==> src/rtl/bi_set_counter_bank.sv <==
// bi_set_counter_bank: bank of pulse counters with sticky overflow flags on the BiSet register bus.
// Also provides the BiSet bus types and the elaboration-time PanicModule.
package BiSet;
    typedef struct packed {
        logic        en;
        logic        we;
        logic [31:0] addr;
        logic [31:0] data;
    } biSetCtrl;

    typedef struct packed {
        logic        valid;
        logic [31:0] data;
    } biSetReply;

    function automatic logic [31:0] BiSetCtrlAddr(input biSetCtrl c);
        return c.addr;
    endfunction

    function automatic biSetReply BiSetDataReply(input logic [31:0] d);
        biSetReply r;
        r.valid = 1'b1;
        r.data  = d;
        return r;
    endfunction
endpackage

module PanicModule;
endmodule

module bi_set_counter_bank #(
    parameter int ADDR          = 0,
    parameter int CHANNELS      = 4,
    parameter int WIDTH         = 32,
    parameter int WRAP          = 0,
    parameter int CLEAR_ON_READ = 1
) (
    input  logic                clk_i,
    input  logic                rst_ni,
    input  logic [CHANNELS-1:0] inc_i,
    input  BiSet::biSetCtrl     setCtrl_i,
    output BiSet::biSetReply    setReply_o
);
    localparam logic [WIDTH-1:0] MAX = '1;

    if (CHANNELS < 1 || CHANNELS > 32 || WIDTH < 1 || WIDTH > 32 ||
        (WRAP != 0 && WRAP != 1) || (CLEAR_ON_READ != 0 && CLEAR_ON_READ != 1)) begin : g_panic
        PanicModule u_panic();
    end

    logic [31:0]         off;
    logic                hit;
    logic                rd_req;
    logic                ctrl_wr;
    logic                clr_all;
    logic                pend;
    logic [5:0]          pend_off;
    logic                en;
    logic                st_clr;
    logic [WIDTH-1:0]    cnt [CHANNELS];
    logic [CHANNELS-1:0] ovf;
    logic [CHANNELS-1:0] ovf_evt;
    logic [31:0]         rd_data;
    logic                unused_data;

    assign off         = BiSet::BiSetCtrlAddr(setCtrl_i) - 32'(ADDR);
    assign hit         = off < 32'(CHANNELS + 2);
    assign rd_req      = setCtrl_i.en & ~setCtrl_i.we & hit;
    assign ctrl_wr     = setCtrl_i.en & setCtrl_i.we & (off == 32'(CHANNELS + 1));
    assign clr_all     = ctrl_wr & setCtrl_i.data[1];
    assign st_clr      = pend && pend_off == 6'(CHANNELS);
    assign unused_data = ^setCtrl_i.data[31:2];

    for (genvar c = 0; c < CHANNELS; c++) begin : g_ch
        logic take;
        logic rd_clr;
        assign take       = inc_i[c] & en;
        assign rd_clr     = CLEAR_ON_READ == 1 && pend && pend_off == 6'(c);
        assign ovf_evt[c] = take & ~clr_all & ~rd_clr & (cnt[c] == MAX);
        // Read-clear reloads with the concurrent pulse so no event is lost.
        always_ff @(posedge clk_i) begin
            if (!rst_ni)
                cnt[c] <= '0;
            else if (clr_all)
                cnt[c] <= '0;
            else if (rd_clr)
                cnt[c] <= take ? WIDTH'(1) : '0;
            else if (take)
                cnt[c] <= (cnt[c] == MAX && WRAP == 0) ? MAX : cnt[c] + WIDTH'(1);
        end
    end

    always_ff @(posedge clk_i) begin
        if (!rst_ni) begin
            ovf      <= '0;
            en       <= 1'b1;
            pend     <= 1'b0;
            pend_off <= '0;
        end else begin
            ovf      <= clr_all ? '0 : ((st_clr ? '0 : ovf) | ovf_evt);
            en       <= ctrl_wr ? setCtrl_i.data[0] : en;
            pend     <= rd_req;
            pend_off <= off[5:0];
        end
    end

    always_comb begin
        rd_data = '0;
        for (int k = 0; k < CHANNELS; k++)
            if (pend_off == 6'(k)) rd_data = 32'(cnt[k]);
        if (pend_off == 6'(CHANNELS)) rd_data = 32'(ovf);
        if (pend_off == 6'(CHANNELS + 1)) rd_data = {31'b0, en};
        setReply_o = pend ? BiSet::BiSetDataReply(rd_data) : '0;
    end
endmodule

==> config.mk <==
export PLATFORM = sky130hd
export DESIGN_NAME = bi_set_counter_bank
export DESIGN_NICKNAME = d
export VERILOG_FILES = /design/src/rtl/bi_set_counter_bank.sv
export SDC_FILE = /design/constraint.sdc
export NUM_CORES = 1
export LEC_CHECK = 0
export CAP_MARGIN = 0
export CORE_MARGIN = 2
export CORE_UTILIZATION = 53
export DETAILED_ROUTE_END_ITERATION = 10
export GPL_TIMING_DRIVEN = 0
export PLACE_DENSITY = 0.72
export SYNTH_ARGS = -nofsm -noshare
export SYNTH_HDL_FRONTEND = slang
export SYNTH_HIERARCHICAL = 1
export SYNTH_SLANG_ARGS = --single-unit
==> constraint.sdc <==
create_clock -name clk_i -period 3.9 [get_ports clk_i]
set_input_delay 0.975 -clock clk_i [delete_from_list [all_inputs] [get_ports clk_i]]
set_output_delay 0.975 -clock clk_i [all_outputs]
set_load 0.02 [all_outputs]
**After elaboration in Yosys (flattened, before gate mapping)**

Memories as Yosys holds them, arrays and structs flattened.
Cells that the tools add are included.
Widths: inputs -> output; s select.

- Reductions and logical operators: 7
- Equal/unequal tests: 10
- Add/subtract/negate cells: 4
- Bitwise operators: 41
- Order comparisons: 1
- Multiplexer cells: 68

Operators by type and width:

| cell | count |
|---|---|
| $mux 32 | 22 |
| $add 32x1->32 const B | 4 |
| $eq 32x32->1 const B | 4 |
| $mux 1 | 44 |
| $mux 33 | 1 |
| $eq 32x3->1 const B | 1 |
| $lt 32x3->1 const B | 1 |
| $and 1x1->1 | 21 |
| $eq 6x2->1 const B | 2 |
| $eq 6x3->1 const B | 2 |
| $or 1x1->1 | 12 |
| $not 1->1 | 7 |
| $eq 6x1->1 const B | 1 |
| $logic_not 6->1 | 1 |
| $logic_and 1x1->1 | 5 |
| $mux 4 | 1 |
| $or 4x4->4 | 1 |
| $reduce_or 2->1 | 1 |

- Register bits: 12
- Output and inout port bits: 33
- RAM bits: 128
- Logic and storage cells: 136
- Memories kept: 1
- Input port bits: 72

Memories:

| memory | words | bits a word | rd ports | clocked after memory_dff | write ports | line | text |
|---|---|---|---|---|---|---|---|
| cnt | 4 | 32 | 4 | 0 | 4 | 60 | `logic [WIDTH-1:0] cnt [CHANNELS];` |

**Longest topological paths before layout**

Gate-level depths: netlist of the first run.

- Word-level depth: 9
- Mapped depth: 8
- Depth with buffers taken out: 6

**Worst setup path after synthesis of the first run**

OpenSTA, ideal clock, no wires.

- Path kind: input-to-reg
- Start point: input port setCtrl_i[48] in the netlist's numbering
- End point: memory cnt[1][0], enable pin
- Setup slack: 0.441 ns
- Stages: 5
- Setup time: 0.395 ns
- Path buffers: 1
- Arrival: 3.063 ns
- Path through: nor4b_1 > nand4_1 > o41ai_2 > clkbuf_1 > nand3b_1

RTL lines:

| what | line | text |
|---|---|---|
| from (decl) | 41 | `input BiSet::biSetCtrl setCtrl_i,` |
| to (decl) | 60 |  |

==> results of run 1 <==
-- final timing paths --
kind	startpoint	end	slack (ns)	cells past startpoint
setup / recovery	pend_off[0]	setReply_o[29]	0.1	7
hold / removal	ovf[1]	ovf[1]	0.47	2
setup reg to reg	cnt[3][0]	cnt[3][27]	0.85	6
hold reg to reg	ovf[1]	ovf[1]	0.47	2
-- cell usage after synthesis, types with 17 or more instances --
cell / instances / area, sq um
a21oi_1: 138 / 691
a22oi_1: 29 / 218
and3_1: 29 / 181
and4_1: 19 / 166
buf_2: 20 / 100
clkbuf_1: 33 / 124
edfxtp_1: 128 / 3840
mux2_2: 24 / 270
nand2_1: 95 / 357
nand3_1: 40 / 200
nand4_1: 37 / 231
nor2_1: 38 / 143
nor3_1: 23 / 115
nor4_1: 17 / 106
xnor2_1: 40 / 350
xor2_1: 55 / 482
-- layer usage --
metal	global-route usage [%]	vias to the layer above	part of all wire (%)
met1	38.5	3782	42
met2	46.7	328	48
met5	0	-	0
met3	4.45	42	7.4
li1	-	3673	-
met4	11.5	0	2.9
-- final cells by class --
type	count	area [sq um]
Buffer	56	277
Clock buffer	19	433
Clock inverter	13	196
Fill cell	1379	5710
Inverter	12	45.0
Multi-Input combinational cell	702	4510
Sequential cell	140	4090
Tap cell	220	275
Timing Repair Buffer	90	937
-- cells by family after synthesis --
logic type | count (synthesis) | share of synthesized area [%]
and+or+nand+nor | 357 | 22.2
xor gates and xnor gates | 95 | 9.39
muxes | 32 | 4.10
buffers and inverters | 70 | 3.46
DFF | 140 | 46.1
adders and majority gates | 4 | 0.565
AOI/OAI and AO/OA | 214 | 14.2
-- state kept, by name, indices dropped and copies added, names as in the netlist --
signal,count
cnt,128
ovf,4
pend,1
pend_off,6
en,1
-- where the power goes --
group          internal, mW  leakage, nW  switching (mW)
clock                  1.13        0.312           0.643
combinational         0.169         1.97           0.183
sequential             1.74         1.52           0.131
-- worst register-to-register path: stages, from the launching register on --
cell	delay, ns
edfxtp_1	0.51
ha_1	0.25
nand3_1	0.18
nor4_1	0.64
nand4_1	0.67
clkbuf_1	0.42
a21oi_1	0.22
-- through the flow --
stage                     area [sq um]  instances  util, %  power [mW]  setup WS [ns]
after floorplan                   8860        912        -        2.06          0.441
after global placement            9870       1206     60.0        2.21         -0.994
after detailed placement          9950       1210     60.4        2.22         -0.672
after CTS                        10700       1250     65.0        4.00       0.000556
after global routing             10800       1252     65.3        4.10       0.000834
final                            10800       1252     65.3        3.99         0.0962
-- repair_timing --
action | 4_1_cts | 5_1_grt
buffers inserted | 9 | 3
resized for setup | 23 | 19
setup endpoints to repair | 147 | 43
pin swaps | 2 | 0
==> impl_metrics.csv, run 1 <==
group,metric,value,unit
final_layout,diodes,0,
timing,tightest_slew,0.849,ns
route,dr_total_vias,7825,
logic_synthesis,synthArstFlopShare,0,%
place,gp_congestion,0.909,
route,dr.pass1.iters,5,
die,dieArea,17800,sq um
logic_synthesis,syn_area,8860,sq um
grt,grtUsageTotal,28.7,%
die,die_w,133,um
timing,tns,0,ns
timing,fin_worst_skew,0.00848,ns
logic_synthesis,synth_fp_nets,988,
final_layout,final_cell_mix,"a21oi_1, edfxtp_1, nand2_1",
grt,grt_antenna_before_repair,0,
logic_synthesis,syn_inst,912,
route,viasPerCell,6.25,
die,rows,47,
timing,finalSetupViolCount,0,
critical_path,path_class,"flip-flop to output port",
critical_path,cp_data_arrival_time,2.83,ns
run,maxCapViolations,0,
timing,fin_crit,3.80,ns
critical_path,crit_family,"simple AND/OR/NAND/NOR gates",
critical_path,path_buf_inv,3,
critical_path,crit_slowest_cell,"or4_1",
final_layout,layout_commonest_cell,"a21oi_1",
clock_network,cts_tree,"built",
final_layout,areaGrowthSynthToFinish,21.4,%
place,portBuffers,74,
clock_network,cts.htree.levels,4,
timing,whs,0.472,ns
hold_path,hold_path.class,"flip-flop to flip-flop",
final_layout,layout.nets,1095,
grt,grt_max_degree,21,
route,drt-total-wl,24800,um
logic_synthesis,synth_seq_cells,140,
die,die_h,133,um
timing,timing.final.crit_share,97.5,%
critical_path,critPathRequiredTime,2.92,ns
grt,grt-ovfl-total,0,
route,drt_iter0_markers,737,
final_layout,drive_above_1_share,12.0,%
critical_path,startpoint_type,"flip-flop",
grt,grt_pass1_vias,7482,
logic_synthesis,yosys_most_used_dff,"edfxtp_1",
clock_network,cts.clk_slew.worst_paths,0.06,ns
clock_network,clk_latency,0.43,ns
critical_path,endpoint_kind,"output port",
route,antenna_left,0,
die,start_util,53.8,%
timing,finalMaxSlewViolations,0,
clock_network,clockBufferDepth,2,
logic_synthesis,synth-seq-area-share,46.1,%
run_status,status,"completed",
route,drc,0,
die,ioPinCount,105,
critical_path,max_stage_delay,0.59,ns
clock_network,ctsHoldBuffers,0,
power,ir_worst_vdd,0.333,mV
clock_network,cts_buffers,17,
critical_path,worstPathCellList,"or4_1 > nor3b_4 > or2_2 > buf_2 > buf_4 > nor2_1 > clkdlybuf4s50_1",
die,core_area,16500,sq um
power,power.density,371,nW/um^2
clock_network,cts_num_sinks,140,
power,p_leak,3.80,nW
logic_synthesis,avgSynthCellArea,9.71,sq um
place,dp.final_hpwl,18300,um
logic_synthesis,synth_edf_count,128,
logic_synthesis,synth_warnings,6,
logic_synthesis,ys_types,56,
timing,grt_setup_unrepaired,"false",
critical_path,worstPathMaxFanout,10,
timing,hold_violations,0,
clock_network,clock-root-buffer,"clkbuf_16",
grt,grt_pass1_wl,39800,um
route,wire_per_inst,19.8,um
timing,maxSlewHeadroom,42.9,%
timing,fmax,263,MHz
No activity file was read; power rests on OpenSTA's default activity.
==> run 2: changes to the inputs <==
--- a/config.mk
+++ b/config.mk
@@ -7,10 +7,10 @@
 export LEC_CHECK = 0
 export CAP_MARGIN = 0
 export CORE_MARGIN = 2
-export CORE_UTILIZATION = 53
+export CORE_UTILIZATION = 52
 export DETAILED_ROUTE_END_ITERATION = 10
-export GPL_TIMING_DRIVEN = 0
-export PLACE_DENSITY = 0.72
+export GPL_TIMING_DRIVEN = 1
+export PLACE_DENSITY = 0.74
 export SYNTH_ARGS = -nofsm -noshare
 export SYNTH_HDL_FRONTEND = slang
 export SYNTH_HIERARCHICAL = 1
==> constraint.sdc (replaced) <==
create_clock -name clk_i -period 3.3 [get_ports clk_i]
set_input_delay 0.825 -clock clk_i [delete_from_list [all_inputs] [get_ports clk_i]]
set_output_delay 0.825 -clock clk_i [all_outputs]
set_load 0.02 [all_outputs]
==> run 2 against run 1 <==
Wire length is 9.6% lower. Sequential share of layout area increased by 0.46 points. Clock skew up 0.0053 ns. Die area grew 1.9%. Critical path depth stayed put. Via count fell by 3.4%. Non-clock buffer count fell by 35. Sequential power is 18% higher. Critical path type unchanged. Largest power group unchanged.
==> impl_metrics.csv, run 2 (synthesized netlist as in run 1, its figures left out) <==
group,metric,value,unit
place,portBuffers,74,
route,viasPerCell,6.21,
critical_path,cp_data_arrival_time,2.41,ns
die,ioPinCount,105,
final_layout,largestRegisters,"cnt (128), pend_off (6), ovf (4)",
place,place_ws,0.0440,ns
final_layout,max_flop_register,"cnt",
route,drt-met1-wl,10000,um
final_layout,layout_commonest_cell,"a21oi_1",
timing,finalMaxSlewViolations,0,
timing,setup_ws,0.0603,ns
grt,grt_max_degree,33,
place,dp_cells,1182,
clock_network,cts_num_sinks,140,
final_layout,stdcell_count,1217,
final_layout,areaGrowthSynthToFinish,19.9,%
die,rows,47,
critical_path,critPathRequiredTime,2.47,ns
clock_network,ctsHoldBuffers,0,
route,dr_total_vias,7562,
power,pwr-share-clk,42.0,%
critical_path,endpoint_kind,"output port",
timing,fmax,309,MHz
critical_path,worstPathMaxFanout,16,
final_layout,largest_register_ffs,128,
critical_path,startpoint_type,"flip-flop",
route,drt_iter0_markers,825,
power,ir_worst_vdd,0.399,mV
die,start_util,53.2,%
final_layout,final_cell_mix,"a21oi_1, edfxtp_1, nand2_1",
route,wl_met3,1310,um
power,power,4.51,mW
power,switching_share,23.7,%
place,gp_congestion,0.914,
die,die_h,135,um
run,maxCapViolations,0,
clock_network,clock-root-buffer,"clkbuf_16",
power,p_int,3.44,mW
route,dr.max_layer_used,"met4",
final_layout,finish.utilization,63.8,%
die,die_w,135,um
timing,finalSetupViolCount,0,
power,p_seq_share,48.8,%
clock_network,clockBufferDepth,2,
route,drc,0,
clock_network,cts_buffers,17,
clock_network,cts.clk_slew.worst_paths,0.05,ns
timing,hold_violations,0,
hold_path,hold_path.class,"flip-flop to flip-flop",
timing,grt_setup_unrepaired,"false",
power,p_switching,1.07,mW
clock_network,cts.htree.levels,4,
route,wire_per_inst,18.4,um
grt,grt_antenna_before_repair,0,
timing,timing.final.crit_share,98.2,%
route,dr.pass1.iters,6,
power,p_comb_share,9.2,%
final_layout,drive_above_1_share,11.8,%
power,p_leak,3.59,nW
timing,fin_worst_skew,0.0138,ns
route,antenna_left,0,
grt,grt_pass1_vias,7102,
timing,maxSlewHeadroom,42.2,%
critical_path,path_class,"flip-flop to output port",
clock_network,cts_tree,"built",
timing,tns,0,ns
route,drt-total-wl,22400,um
power,power.density,425,nW/um^2
clock_network,clk_latency,0.43,ns
timing,fin_crit,3.24,ns
run_status,status,"completed",
timing,tightest_slew,0.858,ns
grt,grt_pass1_wl,36800,um
route,routed-wl-met2,10600,um
final_layout,diodes,0,
place,dp.final_hpwl,16000,um
grt,grt-ovfl-total,0,
die,core_area,16600,sq um
die,dieArea,18100,sq um
final_layout,layout.nets,1060,
grt,grtUsageTotal,25.6,%
## run 2: cell count changes in the layout (fill, tap and decap cells not counted), moves of 3 or more
cell             delta
clkinv_2            -3
buf_4               +8
buf_12             +11
clkinv_1            +3
buf_8               -3
dlymetal6s2s_1     -12
clkdlybuf4s50_1    -13
clkbuf_1           -22
dlygate4sd2_1      +11
clkdlybuf4s15_2     +4
clkdlybuf4s15_1     +6
buf_2              -17
## run 2: power by group through the flow
stage	Combinational, mW	Sequential [mW]	Clock, mW
global route	0.453	2.22	1.99
detailed placement	0.400	2.23	0
floorplan	0.255	2.19	0
finish	0.415	2.20	1.89
global placement	0.392	2.23	0
CTS	0.409	2.20	1.91
## run 2: area by class of cell
type,count,area (sq um)
clock buffers,22,444
clock inverters,10,123
fillers,1324,6020
inverters,12,45.0
multi-input cells,702,4510
flip-flops and latches,140,4080
well taps,220,275
repair buffers,111,1140
## run 2: critical path, stage by stage, from the launching register on
cell and delay (ns):
dfxtp_1 0.35, or4_4 0.57, nor3_2 0.14, buf_6 0.21, buf_12 0.16, nand2_1 0.06
a21oi_1 0.21, clkdlybuf4s15_2 0.30
## run 2: through the flow
stage,area (sq um),hold slack [ns]
detailed placement,10000,0.446
finish,10600,0.453
global route,10600,0.488
global placement,10000,0.440
CTS,10600,0.454
floorplan,8870,0.432
## run 2: final timing paths
check	start	endpoint	slack [ns]	cells after the start
max	pend_off[5]	setReply_o[25]	0.06	7
max reg2reg	cnt[1][0]	cnt[1][0]	0.52	7
min	ovf[1]	ovf[1]	0.45	2
min reg2reg	ovf[1]	ovf[1]	0.45	2
## run 2: what timing repair did
| item | in CTS | in global routing |
|---|---|---|
| gates resized for setup | 48 | 19 |
| setup endpoints to repair | 32 | 29 |
| buffers inserted | 3 | 0 |
| pin swaps | 1 | 1 |
## run 2: routing by layer
layer  global-route usage, %  vias to the layer above
met2                    40.9                      269
met1                    36.2                     3654
met4                    8.07                        0
met3                    3.90                       37
li1                        -                     3602
met5                       0                        -
